`config.mk`:
```
export PLATFORM = sky130hd
export DESIGN_NAME = pc_sequencer
export DESIGN_NICKNAME = d
export VERILOG_FILES = /design/src/rtl/rv_ctrl_pkg.sv /design/src/rtl/pc_target_mux.sv /design/src/rtl/pc_sequencer.sv
export SDC_FILE = /design/constraint.sdc
export NUM_CORES = 1
export LEC_CHECK = 0
export BUFFER_PORTS_ARGS = -buffer_cell sky130_fd_sc_hd__buf_2
export CAP_MARGIN = 30
export CELL_PAD_IN_SITES_DETAIL_PLACEMENT = 1
export CELL_PAD_IN_SITES_GLOBAL_PLACEMENT = 1
export CORE_ASPECT_RATIO = 1.2
export CORE_MARGIN = 3
export CORE_UTILIZATION = 38
export CTS_CLUSTER_DIAMETER = 80
export DETAILED_ROUTE_END_ITERATION = 6
export HOLD_SLACK_MARGIN = 0.1
export PLACE_DENSITY_LB_ADDON = 0.15
export SLEW_MARGIN = 15
export SYNTH_ARGS = -nofsm -noshare
export SYNTH_HDL_FRONTEND = slang
export SYNTH_SLANG_ARGS = --single-unit
```
`constraint.sdc`:
```
create_clock -name clk -period 4.1 [get_ports clk]
set_clock_uncertainty 0.15 [all_clocks]
set_input_delay 0.205 -clock clk [delete_from_list [all_inputs] [get_ports clk]]
set_output_delay 0.205 -clock clk [all_outputs]
set_load 0.02 [all_outputs]
```
`src/rtl/rv_ctrl_pkg.sv`:
```
// Shared control-flow definitions: pc_selection encodings, sequencer states
// and the data width used by the fetch path.
package rv_ctrl_pkg;

  localparam int XLEN        = 32;
  localparam int FLUSH_CNT_W = 3;

  typedef enum logic [1:0] {
    PC_SEQ    = 2'b00,
    PC_JALR   = 2'b01,
    PC_TARGET = 2'b10,
    PC_NONE   = 2'b11
  } pc_sel_e;

  typedef enum logic [1:0] {
    ST_RUN   = 2'b00,
    ST_FLUSH = 2'b01,
    ST_TRAP  = 2'b10
  } seq_state_e;

  // Any nonzero low bit means the target cannot be fetched as a 32-bit word.
  function automatic logic is_misaligned(input logic [XLEN-1:0] addr);
    return addr[1:0] != 2'b00;
  endfunction

endpackage

```
`src/rtl/pc_target_mux.sv`:
```
// Decodes the EX redirect request into a fetch target and flags targets that
// are not word aligned.
module pc_target_mux
  import rv_ctrl_pkg::*;
(
  input  logic            redirect_valid_i,
  input  logic [1:0]      pc_selection_i,
  input  logic [XLEN-1:0] branch_target_i,
  input  logic [XLEN-1:0] alu_result_i,
  output logic            take_o,
  output logic [XLEN-1:0] target_o,
  output logic            misaligned_o
);

  pc_sel_e sel;
  assign sel = pc_sel_e'(pc_selection_i);

  always_comb begin
    take_o   = 1'b0;
    target_o = branch_target_i;
    if (redirect_valid_i) begin
      case (sel)
        PC_TARGET: begin
          take_o   = 1'b1;
          target_o = branch_target_i;
        end
        // jalr discards bit 0 of rs1+imm before use.
        PC_JALR: begin
          take_o   = 1'b1;
          target_o = {alu_result_i[XLEN-1:1], 1'b0};
        end
        default: begin
          take_o   = 1'b0;
          target_o = branch_target_i;
        end
      endcase
    end
  end

  assign misaligned_o = take_o & is_misaligned(target_o);

endmodule

```
`src/rtl/pc_sequencer.sv`:
```
// Program counter owner: sequential fetch, EX redirects with a fixed-depth
// squash window, and a trap hold on misaligned redirect targets.
module pc_sequencer
  import rv_ctrl_pkg::*;
#(
  parameter logic [31:0] RESET_PC    = 32'h0000_0000,
  parameter logic [31:0] TRAP_VECTOR = 32'h0000_0100,
  parameter int          FLUSH_DEPTH = 2
) (
  input  logic            clk,
  input  logic            rst,
  input  logic            stall,
  input  logic            redirect_valid,
  input  logic [1:0]      pc_selection,
  input  logic [XLEN-1:0] branch_target,
  input  logic [XLEN-1:0] alu_result,
  input  logic            trap_ack,
  output logic [XLEN-1:0] pc,
  output logic [XLEN-1:0] pc_plus4,
  output logic            fetch_valid,
  output logic            flush,
  output logic            misaligned_trap,
  output logic [XLEN-1:0] trap_pc
);

  seq_state_e             state_q, state_d;
  logic [XLEN-1:0]        pc_q, pc_d;
  logic [XLEN-1:0]        trap_pc_q, trap_pc_d;
  logic [FLUSH_CNT_W-1:0] cnt_q, cnt_d;
  logic                   flush_q, flush_d;
  logic                   fetch_valid_q, fetch_valid_d;
  logic                   trap_q, trap_d;

  logic                   take;
  logic [XLEN-1:0]        target;
  logic                   misaligned;
  logic [XLEN-1:0]        pc_inc;

  pc_target_mux u_target_mux (
    .redirect_valid_i (redirect_valid),
    .pc_selection_i   (pc_selection),
    .branch_target_i  (branch_target),
    .alu_result_i     (alu_result),
    .take_o           (take),
    .target_o         (target),
    .misaligned_o     (misaligned)
  );

  assign pc_inc = pc_q + 32'd4;

  always_comb begin
    state_d       = state_q;
    pc_d          = pc_q;
    trap_pc_d     = trap_pc_q;
    cnt_d         = cnt_q;
    flush_d       = flush_q;
    fetch_valid_d = fetch_valid_q;
    trap_d        = 1'b0;
    case (state_q)
      ST_RUN: begin
        fetch_valid_d = 1'b1;
        flush_d       = 1'b0;
        if (take && misaligned) begin
          trap_pc_d     = target;
          trap_d        = 1'b1;
          flush_d       = 1'b1;
          fetch_valid_d = 1'b0;
          state_d       = ST_TRAP;
        end else if (take) begin
          // A redirect beats a concurrent stall: the fetched path is wrong anyway.
          pc_d    = target;
          cnt_d   = FLUSH_CNT_W'(FLUSH_DEPTH);
          flush_d = 1'b1;
          state_d = ST_FLUSH;
        end else if (!stall) begin
          pc_d = pc_inc;
        end
      end
      ST_FLUSH: begin
        fetch_valid_d = 1'b1;
        cnt_d         = cnt_q - 1'b1;
        if (!stall) begin
          pc_d = pc_inc;
        end
        // Flush was raised on entry, so it drops as the count reaches zero.
        if (cnt_q == FLUSH_CNT_W'(1)) begin
          flush_d = 1'b0;
          state_d = ST_RUN;
        end else begin
          flush_d = 1'b1;
        end
      end
      ST_TRAP: begin
        fetch_valid_d = 1'b0;
        flush_d       = 1'b1;
        if (trap_ack) begin
          pc_d          = TRAP_VECTOR;
          flush_d       = 1'b0;
          fetch_valid_d = 1'b1;
          state_d       = ST_RUN;
        end
      end
      default: begin
        flush_d = 1'b0;
        state_d = ST_RUN;
      end
    endcase
  end

  always_ff @(posedge clk) begin
    if (rst) begin
      state_q       <= ST_RUN;
      pc_q          <= RESET_PC;
      trap_pc_q     <= '0;
      cnt_q         <= '0;
      flush_q       <= 1'b0;
      fetch_valid_q <= 1'b0;
      trap_q        <= 1'b0;
    end else begin
      state_q       <= state_d;
      pc_q          <= pc_d;
      trap_pc_q     <= trap_pc_d;
      cnt_q         <= cnt_d;
      flush_q       <= flush_d;
      fetch_valid_q <= fetch_valid_d;
      trap_q        <= trap_d;
    end
  end

  assign pc              = pc_q;
  assign pc_plus4        = pc_inc;
  assign fetch_valid     = fetch_valid_q;
  assign flush           = flush_q;
  assign misaligned_trap = trap_q;
  assign trap_pc         = trap_pc_q;

endmodule

```
==> key figures, run 1 <==
Layout
  • Non-filler instance count after layout: 885
  • Area occupied by registers: 1440 µm²
  • Fillers: 1519
  • Share of cells above drive strength 1: 0.287
  • Most common cell after layout, fill and taps aside: buf_2
  • Post-layout net count: 803
  • Area of the multi-input gates: 2880 µm²
  • Antenna diode count: 0
  • Area delta synth->final: 27.5%
  • Commonest cells after routing, fill and taps aside: buf_2, dfxtp_1, nor2_1, nand2_1, a211oi_1

Run status
  • Status: complete, no violations

Worst setup path
  • R2R Path Start: state_q[0]
  • Crit-path most repeated cell: nand3_1
  • Data required, critical path: 3740 ps
  • Critical path class: register to primary output
  • Worst path max stage delay: 480 ps
  • Crit-path max FO: 8
  • R2r worst-path depth: 8
  • Crit path DAT: 2790 ps
  • Buffers and inverters on the worst path: 2
  • CP cell instances: ha_1 > nand3_1 > nor4_2 > buf_4 > nand3_1 > nor3_1 > xnor2_1 > buf_2
  • Slowest CP cell: dfxtp_1
  • Crit. End Element: primary output
  • Crit path max-delay family: simple AND/OR/NAND/NOR gates
  • R2R Setup Slk: 1060 ps
  • R2R Path End: pc[10]
  • Worst setup SP type: register

Timing
  • Final hold vios: 0
  • Worst-Margin Slew: 705 ps
  • Period utilisation layout: 0.766
  • FMAX: 318 MHz
  • Setup TNS: 0 ps
  • Fin crit period: 3140 ps
  • RSZ-0062 raised after global routing: no
  • Final setup viols: 0
  • Slew Limit Fails: 0
  • Max_slew headroom: 0.530
  • Hold WS: 139 ps

Clock network
  • Clock sink count: 72
  • CTS tree: built
  • H-Tree Depth: 3
  • Root Driver: clkbuf_16
  • Post-CTS setup buffers: 0
  • Clk slew on worst S/H paths: 60 ps
  • Worst-Skew Late Latency: 340 ps
  • Total CTS buffers: 9
  • Max Root-Sink Buffers: 2

Power and ir drop
  • Flop pwr share: 0.356
  • Power density over the cells: 394 nW/µm²
  • Static Leak: 2.63 nW
  • Maximum VDD drop: 0.192 mV
  • Power Total: 2.31 mW
  • Clk pwr share: 0.394
  • Logic gate share of total power: 0.250
  • P_sw: 0.754 mW
  • Net Sw Frac: 0.327
  • Int Pwr: 1.55 mW

Floorplanning
  • Die width: 106 µm
  • DIE HEIGHT: 126 µm
  • FP Rows: 43
  • Die area: 13400 µm²
  • Core area: 11700 µm²
  • I/O Pins: 170
  • Initial core utilization: 0.393

Worst hold path
  • Hold path cells: 3
  • Hold endpoint: trap_pc[3]
  • Worst min-delay path category: primary input to register
  • Hold path start: alu_result[3]

Global route
  • First-pass GRT wire length: 27.4 mm
  • Antenna violations before repair: 0
  • Vias in the first global route: 5282
  • GR Layer Usage met2: 0.453
  • Largest net degree at the start of global routing: 63
  • Total grt overflow: 0
  • Met3 Resource Use GR: 0.0402
  • Busiest layer in global routing: met2
  • Met1 usage: 0.301
  • All-Layer GR Usage: 0.253

Place
  • # placed instances: 866
  • DP HPWL: 12.5 mm
  • # port buffers: 168
  • RePlAce Congestion: 0.856

Synth
  • Synth warn: 0
  • Top post-synthesis cells by area: dfxtp_1, mux2i_1, a211oi_1, nor2_1, nand2_1
  • EDFF count, synth: 0
  • Syn Inst Count: 583
  • Synth unique cells: 65
  • Top cell type by total area after synthesis: dfxtp_1
  • Syn Nets: 662
  • Top_reg_cell synth: dfxtp_1
  • Synthesized area per cell: 7.87 µm²
  • Mapped cell area: 4590 µm²
  • Post-synth top area share: 0.314
  • Register area share after synthesis: 0.314
  • Async S/R FF share, synth: 0
  • #FFs+latches synth: 72

Job
  • Number of max-cap violations: 0

Routing
  • DRT iter0 DRCs: 197
  • Vias: 5038
  • Residual DRC: 0
  • Final wirelength: 17.0 mm
  • Detail-routed via count per cell: 5.69
  • Final ANT Viol Nets: 0
  • DR pass1 iterations: 4
  • Wirelength per Cell: 19.2 µm
-- worst max path at each step --
stage,startpoint,end,slack [ps],cells after the start
floorplan,pc[2],pc_plus4[30],1440,6
global placement,state_q[0],pc[5],1260,8
detailed placement,state_q[0],pc[10],1070,8
CTS,pc[2],pc_plus4[28],930,8
global route,pc[2],pc_plus4[28],720,8
finish,pc[2],pc_plus4[28],960,8
-- power groups by stage --
stage / logic, mW / clock network [mW] / registers [mW]
finish: 0.578 / 0.909 / 0.823
global route: 0.631 / 0.952 / 0.833
CTS: 0.577 / 0.920 / 0.822
detailed placement: 0.572 / 0 / 0.837
global placement: 0.554 / 0 / 0.832
floorplan: 0.326 / 0 / 0.876
-- metrics by stage --
stage | area [µm²] | worst slack, ps | util
2_1_floorplan | 4590 | 1440 | -
3_3_place_gp | 5470 | 1260 | 0.469
3_5_place_dp | 5470 | 1070 | 0.469
4_1_cts | 5820 | 933 | 0.498
5_1_grt | 5850 | 720 | 0.501
6_report | 5850 | 958 | 0.501
-- sequential cells by signal (all words and copies together) (netlist names) --
name             cells
cnt_q                3
fetch_valid          1
flush                1
misaligned_trap      1
pc                  32
state_q              2
trap_pc             32
-- cells by family (layout without fill, tap and decap cells) --
kind of cell / Yosys count / in the layout / share of synthesized area
flops: 72 / 72 / 0.314
simple gates: 211 / 211 / 0.235
xor+xnor: 28 / 28 / 0.0534
buf+inv: 67 / 212 / 0.0621
compound gates: 164 / 164 / 0.241
mux: 33 / 33 / 0.0722
fa+ha+maj: 8 / 8 / 0.0218
-- cell usage after synthesis, types with 9 or more instances --
cell      count
nand3_1      22
o21ai_0      27
xor2_1       11
nor2b_1       9
a211oi_1     41
o22ai_1      13
inv_1        18
a21oi_1      34
nor3_1       10
nor2_1       64
clkbuf_1     33
nand4_1      10
nand2_1      49
xnor2_1      17
mux2i_1      32
dfxtp_1      72
-- worst min-delay path: stages --
cell and delay (ps):
buf_2 70, mux2i_1 80, a211oi_1 220
-- what timing repair did --
| action | in CTS | in global routing |
|---|---|---|
| endpoints found under the hold margin | 1 | 0 |
| gates resized for setup | 0 | 0 |
| hold buffers | 1 | 0 |
-- per-layer routing --
layer  wire [µm]  vias to the layer above
met1        6960                     2443
met2        8880                      129
met5           0                        -
met4         401                        0
met3         777                       29
li1            -                     2437
-- cell type report --
class	count	area share
multi-input cells	444	0.491
flip-flops and latches	72	0.246
repair buffers	179	0.160
clock buffers	9	0.0385
well taps	157	0.0336
clock inverters	6	0.0186
inverters	18	0.0115
No activity file was read; power rests on OpenSTA's default activity.
==> run 2: changes to the inputs <==
Settings changed: CORE_UTILIZATION 38 to 32.
Clock period 4.1 ns to 2.71 ns, I/O delays scaled along.
==> run 2 against run 1 <==
Effect of this change:
- die area increased by 18%
- global-route usage decreased by 2.4 points
- total power increased by 50%
- worst hold slack got worse by 49 ps
- combinational power increased by 64%
- non-clock buffer count increased by 33
- register-to-register slack got worse by 850 ps
- count of clock-buffer cells in the layout increased by 2
- setup slack got worse by 850 ps
- sequential power increased by 49%
==> key figures, run 2 (synthesized netlist as in run 1, its figures left out) <==
Run status
  • Status: complete, no violations

Power and ir drop
  • Maximum VDD drop: 0.236 mV
  • Net Sw Frac: 0.333
  • Clk pwr share: 0.370
  • Int Pwr: 2.31 mW
  • Flop pwr share: 0.356
  • Power Total: 3.46 mW
  • P_sw: 1.15 mW
  • Power density over the cells: 558 nW/µm²
  • Logic gate share of total power: 0.274
  • Static Leak: 2.84 nW

Layout
  • Share of cells above drive strength 1: 0.327
  • Antenna diode count: 0
  • Fillers: 1713
  • Most common cell after layout, fill and taps aside: buf_2
  • Area delta synth->final: 35.1%
  • Commonest cells after routing, fill and taps aside: buf_2, nor2_1, dfxtp_1, nand2_1, a211oi_1
  • Cell area after layout: 6200 µm²
  • Non-filler instance count after layout: 933
  • Area occupied by registers: 1450 µm²
  • Area of the multi-input gates: 2940 µm²
  • Post-layout net count: 836

Floorplanning
  • DIE HEIGHT: 137 µm
  • FP Rows: 47
  • Die area: 15800 µm²
  • I/O Pins: 170
  • Initial core utilization: 0.329
  • Die width: 115 µm
  • Core area: 13900 µm²

Timing
  • Period utilisation layout: 0.959
  • Slew Limit Fails: 0
  • Worst-Margin Slew: 743 ps
  • Fin crit period: 2600 ps
  • Final setup viols: 0
  • Max_slew headroom: 0.500
  • Hold WS: 90.4 ps
  • Final hold vios: 0
  • RSZ-0062 raised after global routing: no
  • FMAX: 385 MHz
  • Setup TNS: 0 ps

Global route
  • Vias in the first global route: 5313
  • Total grt overflow: 0
  • All-Layer GR Usage: 0.229
  • GR Layer Usage met2: 0.421
  • Largest net degree at the start of global routing: 43
  • Met1 usage: 0.274
  • Busiest layer in global routing: met2
  • Antenna violations before repair: 0
  • Met3 Resource Use GR: 0.0338
  • First-pass GRT wire length: 28.6 mm

Place
  • DP HPWL: 13.9 mm
  • # port buffers: 168
  • # placed instances: 910
  • Area after DPL: 5750 µm²
  • RePlAce Congestion: 0.853

Clock network
  • CTS tree: built
  • Total CTS buffers: 9
  • H-Tree Depth: 3
  • Post-CTS setup buffers: 0
  • Max Root-Sink Buffers: 2
  • Worst-Skew Late Latency: 330 ps
  • Clk slew on worst S/H paths: 60 ps
  • Root Driver: clkbuf_16
  • Clock sink count: 72

Routing
  • DRT iter0 DRCs: 277
  • Final ANT Viol Nets: 0
  • Wirelength per Cell: 19.4 µm
  • DR pass1 iterations: 5
  • Vias: 5237
  • Residual DRC: 0
  • Final wirelength: 18.1 mm
  • Detail-routed via count per cell: 5.61

Worst setup path
  • Crit-path max FO: 7
  • Buffers and inverters on the worst path: 3
  • Worst path max stage delay: 410 ps
  • CP cell instances: buf_4 > and4_2 > buf_4 > nand3_1 > nor3_1 > and2_1 > xnor2_1 > buf_2
  • Data required, critical path: 2420 ps
  • Crit path max-delay family: simple AND/OR/NAND/NOR gates
  • Worst setup SP type: register
  • Critical path class: register to primary output
  • Crit. End Element: primary output
  • Crit path DAT: 2310 ps
  • Crit-path most repeated cell: buf_4
  • Slowest CP cell: nor3_1

Worst hold path
  • Worst min-delay path category: primary input to register

Job
  • Number of max-cap violations: 0
run 2: power by group through the flow:
stage | Sequential [mW] | Combinational [mW] | Clock [mW]
finish | 1.23 | 0.948 | 1.28
global route | 1.24 | 1.03 | 1.35
CTS | 1.23 | 0.954 | 1.31
detailed placement | 1.25 | 0.942 | 0
global placement | 1.24 | 0.915 | 0
floorplan | 1.33 | 0.493 | 0
run 2: worst paths after layout:
path	from	to	slack (ps)	depth (start not counted)
max	pc[2]	pc_plus4[29]	110	8
max reg2reg	pc[3]	pc[26]	210	6
min	branch_target[9]	trap_pc[9]	90	3
min reg2reg	trap_pc[0]	trap_pc[0]	320	2
run 2: repair_timing:
action | in CTS | in global routing
hold endpoints to repair | 6 | 0
endpoints found under the setup margin | 6 | 9
gates resized for setup | 7 | 11
hold buffers | 7 | 0
pin swaps | 1 | 1
gates cloned | 0 | 0
run 2: final cells by class:
cell class              count  share of cell area
flip-flops and latches     72               0.234
clock buffers              11              0.0375
multi-input cells         444               0.474
repair buffers            212               0.196
well taps                 171              0.0345
clock inverters             5              0.0131
inverters                  18              0.0109
run 2: per-stage QoR:
stage,util,setup slack (ps)
final,0.445,112
after global routing,0.445,4.55
after CTS,0.441,1.02
after detailed placement,0.412,108
after global placement,0.412,247
after floorplan,-,115
run 2: worst register-to-register path, cell delays in order (launching register included):
cell and delay (ps):
dfxtp_2 380, ha_1 180, nand3_1 190, or4_4 640, nor3_4 320, a311oi_1 150, a2111oi_1 360
run 2: metal layers:
layer,vias up,share of wire
met4,0,0.020
met5,-,0
li1,2502,-
met1,2592,0.41
met2,121,0.53
met3,22,0.040
==> run 3: changes to the inputs <==
Settings changed: CELL_PAD_IN_SITES_DETAIL_PLACEMENT 1 to default, CELL_PAD_IN_SITES_GLOBAL_PLACEMENT 1 to default, CORE_UTILIZATION 32 to 45, CTS_BUF_LIST from default to sky130_fd_sc_hd__clkbuf_16, PLACE_DENSITY_LB_ADDON 0.15 to 0.05.
==> run 3 against run 2 <==
Effect of this change:
- first-iteration DRC count up 9.0%
- flip-flop and latch count unchanged
- clock power up 6%
- combinational power down 2.8%
- cell area down 0.77%
- via count down 1.5%
- critical path type unchanged
- critical endpoint is now pc_plus4[27]
- largest cell class unchanged
- highest routed layer unchanged
==> key figures, run 3 (synthesized netlist as in run 1, its figures left out) <==
Worst setup path
  • Worst path max stage delay: 490 ps
  • Crit-path max FO: 7
  • Critical path class: register to primary output
  • R2R Path Start: pc[2]
  • CP Launch Point: pc[2]
  • Slowest CP cell: nor4_2
  • Worst setup SP type: register
  • Data required, critical path: 2420 ps
  • CP cell instances: buf_4 > nand4_1 > nor4_2 > nand3_1 > nor2_1 > xor2_1 > buf_2
  • Crit path DAT: 2280 ps
  • Crit. End Element: primary output
  • R2R Setup Slk: 200 ps

Power and ir drop
  • P_sw: 1.12 mW
  • Net Sw Frac: 0.318
  • Static Leak: 2.82 nW
  • Maximum VDD drop: 0.362 mV
  • Power density over the cells: 571 nW/µm²
  • Int Pwr: 2.40 mW
  • Clk pwr share: 0.389
  • Flop pwr share: 0.349
  • Logic gate share of total power: 0.262

Routing
  • DRT iter0 DRCs: 302
  • Detail-routed via count per cell: 5.82
  • Vias: 5160
  • Wirelength per Cell: 17.1 µm
  • Final ANT Viol Nets: 0
  • Residual DRC: 0
  • Final wirelength: 15.2 mm
  • DR pass1 iterations: 5

Clock network
  • H-Tree Depth: 3
  • Clk slew on worst S/H paths: 60 ps
  • Total CTS buffers: 9
  • Root Driver: clkbuf_16
  • Clock sink count: 72
  • Worst-Skew Late Latency: 340 ps
  • Max Root-Sink Buffers: 2
  • CTS tree: built

Floorplanning
  • I/O Pins: 170
  • FP Rows: 39
  • Die width: 98.2 µm
  • DIE HEIGHT: 117 µm
  • Initial core utilization: 0.473
  • Die area: 11500 µm²
  • Core area: 9710 µm²

Timing
  • Worst-Margin Slew: 628 ps
  • FMAX: 390 MHz
  • Final hold vios: 0
  • Period utilisation layout: 0.947
  • Max_slew headroom: 0.577
  • Setup TNS: 0 ps
  • Slew Limit Fails: 0
  • Final setup viols: 0
  • Hold WS: 91.7 ps
  • Fin crit period: 2570 ps

Run status
  • Status: complete, no violations

Global route
  • Vias in the first global route: 4787
  • First-pass GRT wire length: 23.8 mm
  • Total grt overflow: 0
  • Largest net degree at the start of global routing: 43
  • All-Layer GR Usage: 0.258
  • Antenna violations before repair: 0

Layout
  • Fillers: 912
  • Post-layout util: 0.634
  • Commonest cells after routing, fill and taps aside: buf_2, dfxtp_1, nor2_1, nand2_1, a211oi_1
  • Area delta synth->final: 34.1%
  • Antenna diode count: 0
  • Most common cell after layout, fill and taps aside: buf_2
  • Post-layout net count: 839
  • Share of cells above drive strength 1: 0.313

Worst hold path
  • Worst min-delay path category: primary input to register
  • Hold path start: branch_target[13]

Job
  • Number of max-cap violations: 0

Place
  • RePlAce Congestion: 0.903
  • DP HPWL: 11.2 mm
  • # port buffers: 168
==> run 3: cell types whose count changed in the layout (fill, tap and decap cells not counted), sizes merged <==
cell,before,now
dlygate4sd3,7,16
clkbuf,11,10
buf,205,198
clkinv,2,1
inv,18,19
bufinv,2,3
==> run 3: worst max-delay path: cells and delay by family, from the launching register on <==
| family | cells | cell delay, ps |
|---|---|---|
| XOR/XNOR | 1 | 150 |
| buffers and inverters | 2 | 330 |
| flip-flops | 1 | 340 |
| AND/OR/NAND/NOR | 4 | 1120 |
==> run 3: final cells by class <==
cell class / count / area [µm²] / area share
multi-input cells: 444 / 2910 / 0.472
inverters: 18 / 67.6 / 0.0110
clock buffers: 9 / 225 / 0.0366
flip-flops and latches: 72 / 1450 / 0.235
clock inverters: 6 / 110 / 0.0179
repair buffers: 215 / 1240 / 0.202
well taps: 123 / 154 / 0.0250
==> run 3: final timing paths <==
path	cells past startpoint	end
max	7	pc_plus4[27]
min	3	trap_pc[13]
max reg2reg	6	pc[28]
min reg2reg	2	trap_pc[1]
==> run 3: stage by stage <==
stage | worst slack (ps) | power, mW | area [µm²] | std cells
3_3_place_gp | 104 | 2.12 | 5600 | 853
2_1_floorplan | 115 | 1.82 | 4590 | 583
5_1_grt | -23.8 | 3.66 | 6160 | 887
4_1_cts | 13.3 | 3.51 | 6110 | 885
6_report | 143 | 3.51 | 6160 | 887
3_5_place_dp | -24.7 | 2.14 | 5600 | 853
==> run 3: timing repair <==
| item | in CTS | in global routing |
|---|---|---|
| pin swaps | 1 | 2 |
| resized for setup | 1 | 10 |
| hold buffers | 16 | 0 |
| setup endpoints to repair | 4 | 10 |
| buffers inserted | 1 | 1 |
| hold endpoints to repair | 11 | 0 |
==> run 3: metal layers <==
| layer | share of wire | track usage | vias up |
|---|---|---|---|
| met4 | 0.024 | 0.106 | 0 |
| met5 | 0 | 0 | - |
| met2 | 0.51 | 0.458 | 196 |
| met1 | 0.40 | 0.307 | 2426 |
| li1 | - | - | 2501 |
| met3 | 0.063 | 0.0484 | 37 |
==> run 3: power by group through the flow <==
stage	registers, mW	clock network (mW)	logic (mW)
CTS	1.22	1.37	0.920
detailed placement	1.25	0	0.896
global placement	1.24	0	0.882
global route	1.24	1.41	1.00
finish	1.23	1.36	0.921
floorplan	1.33	0	0.493
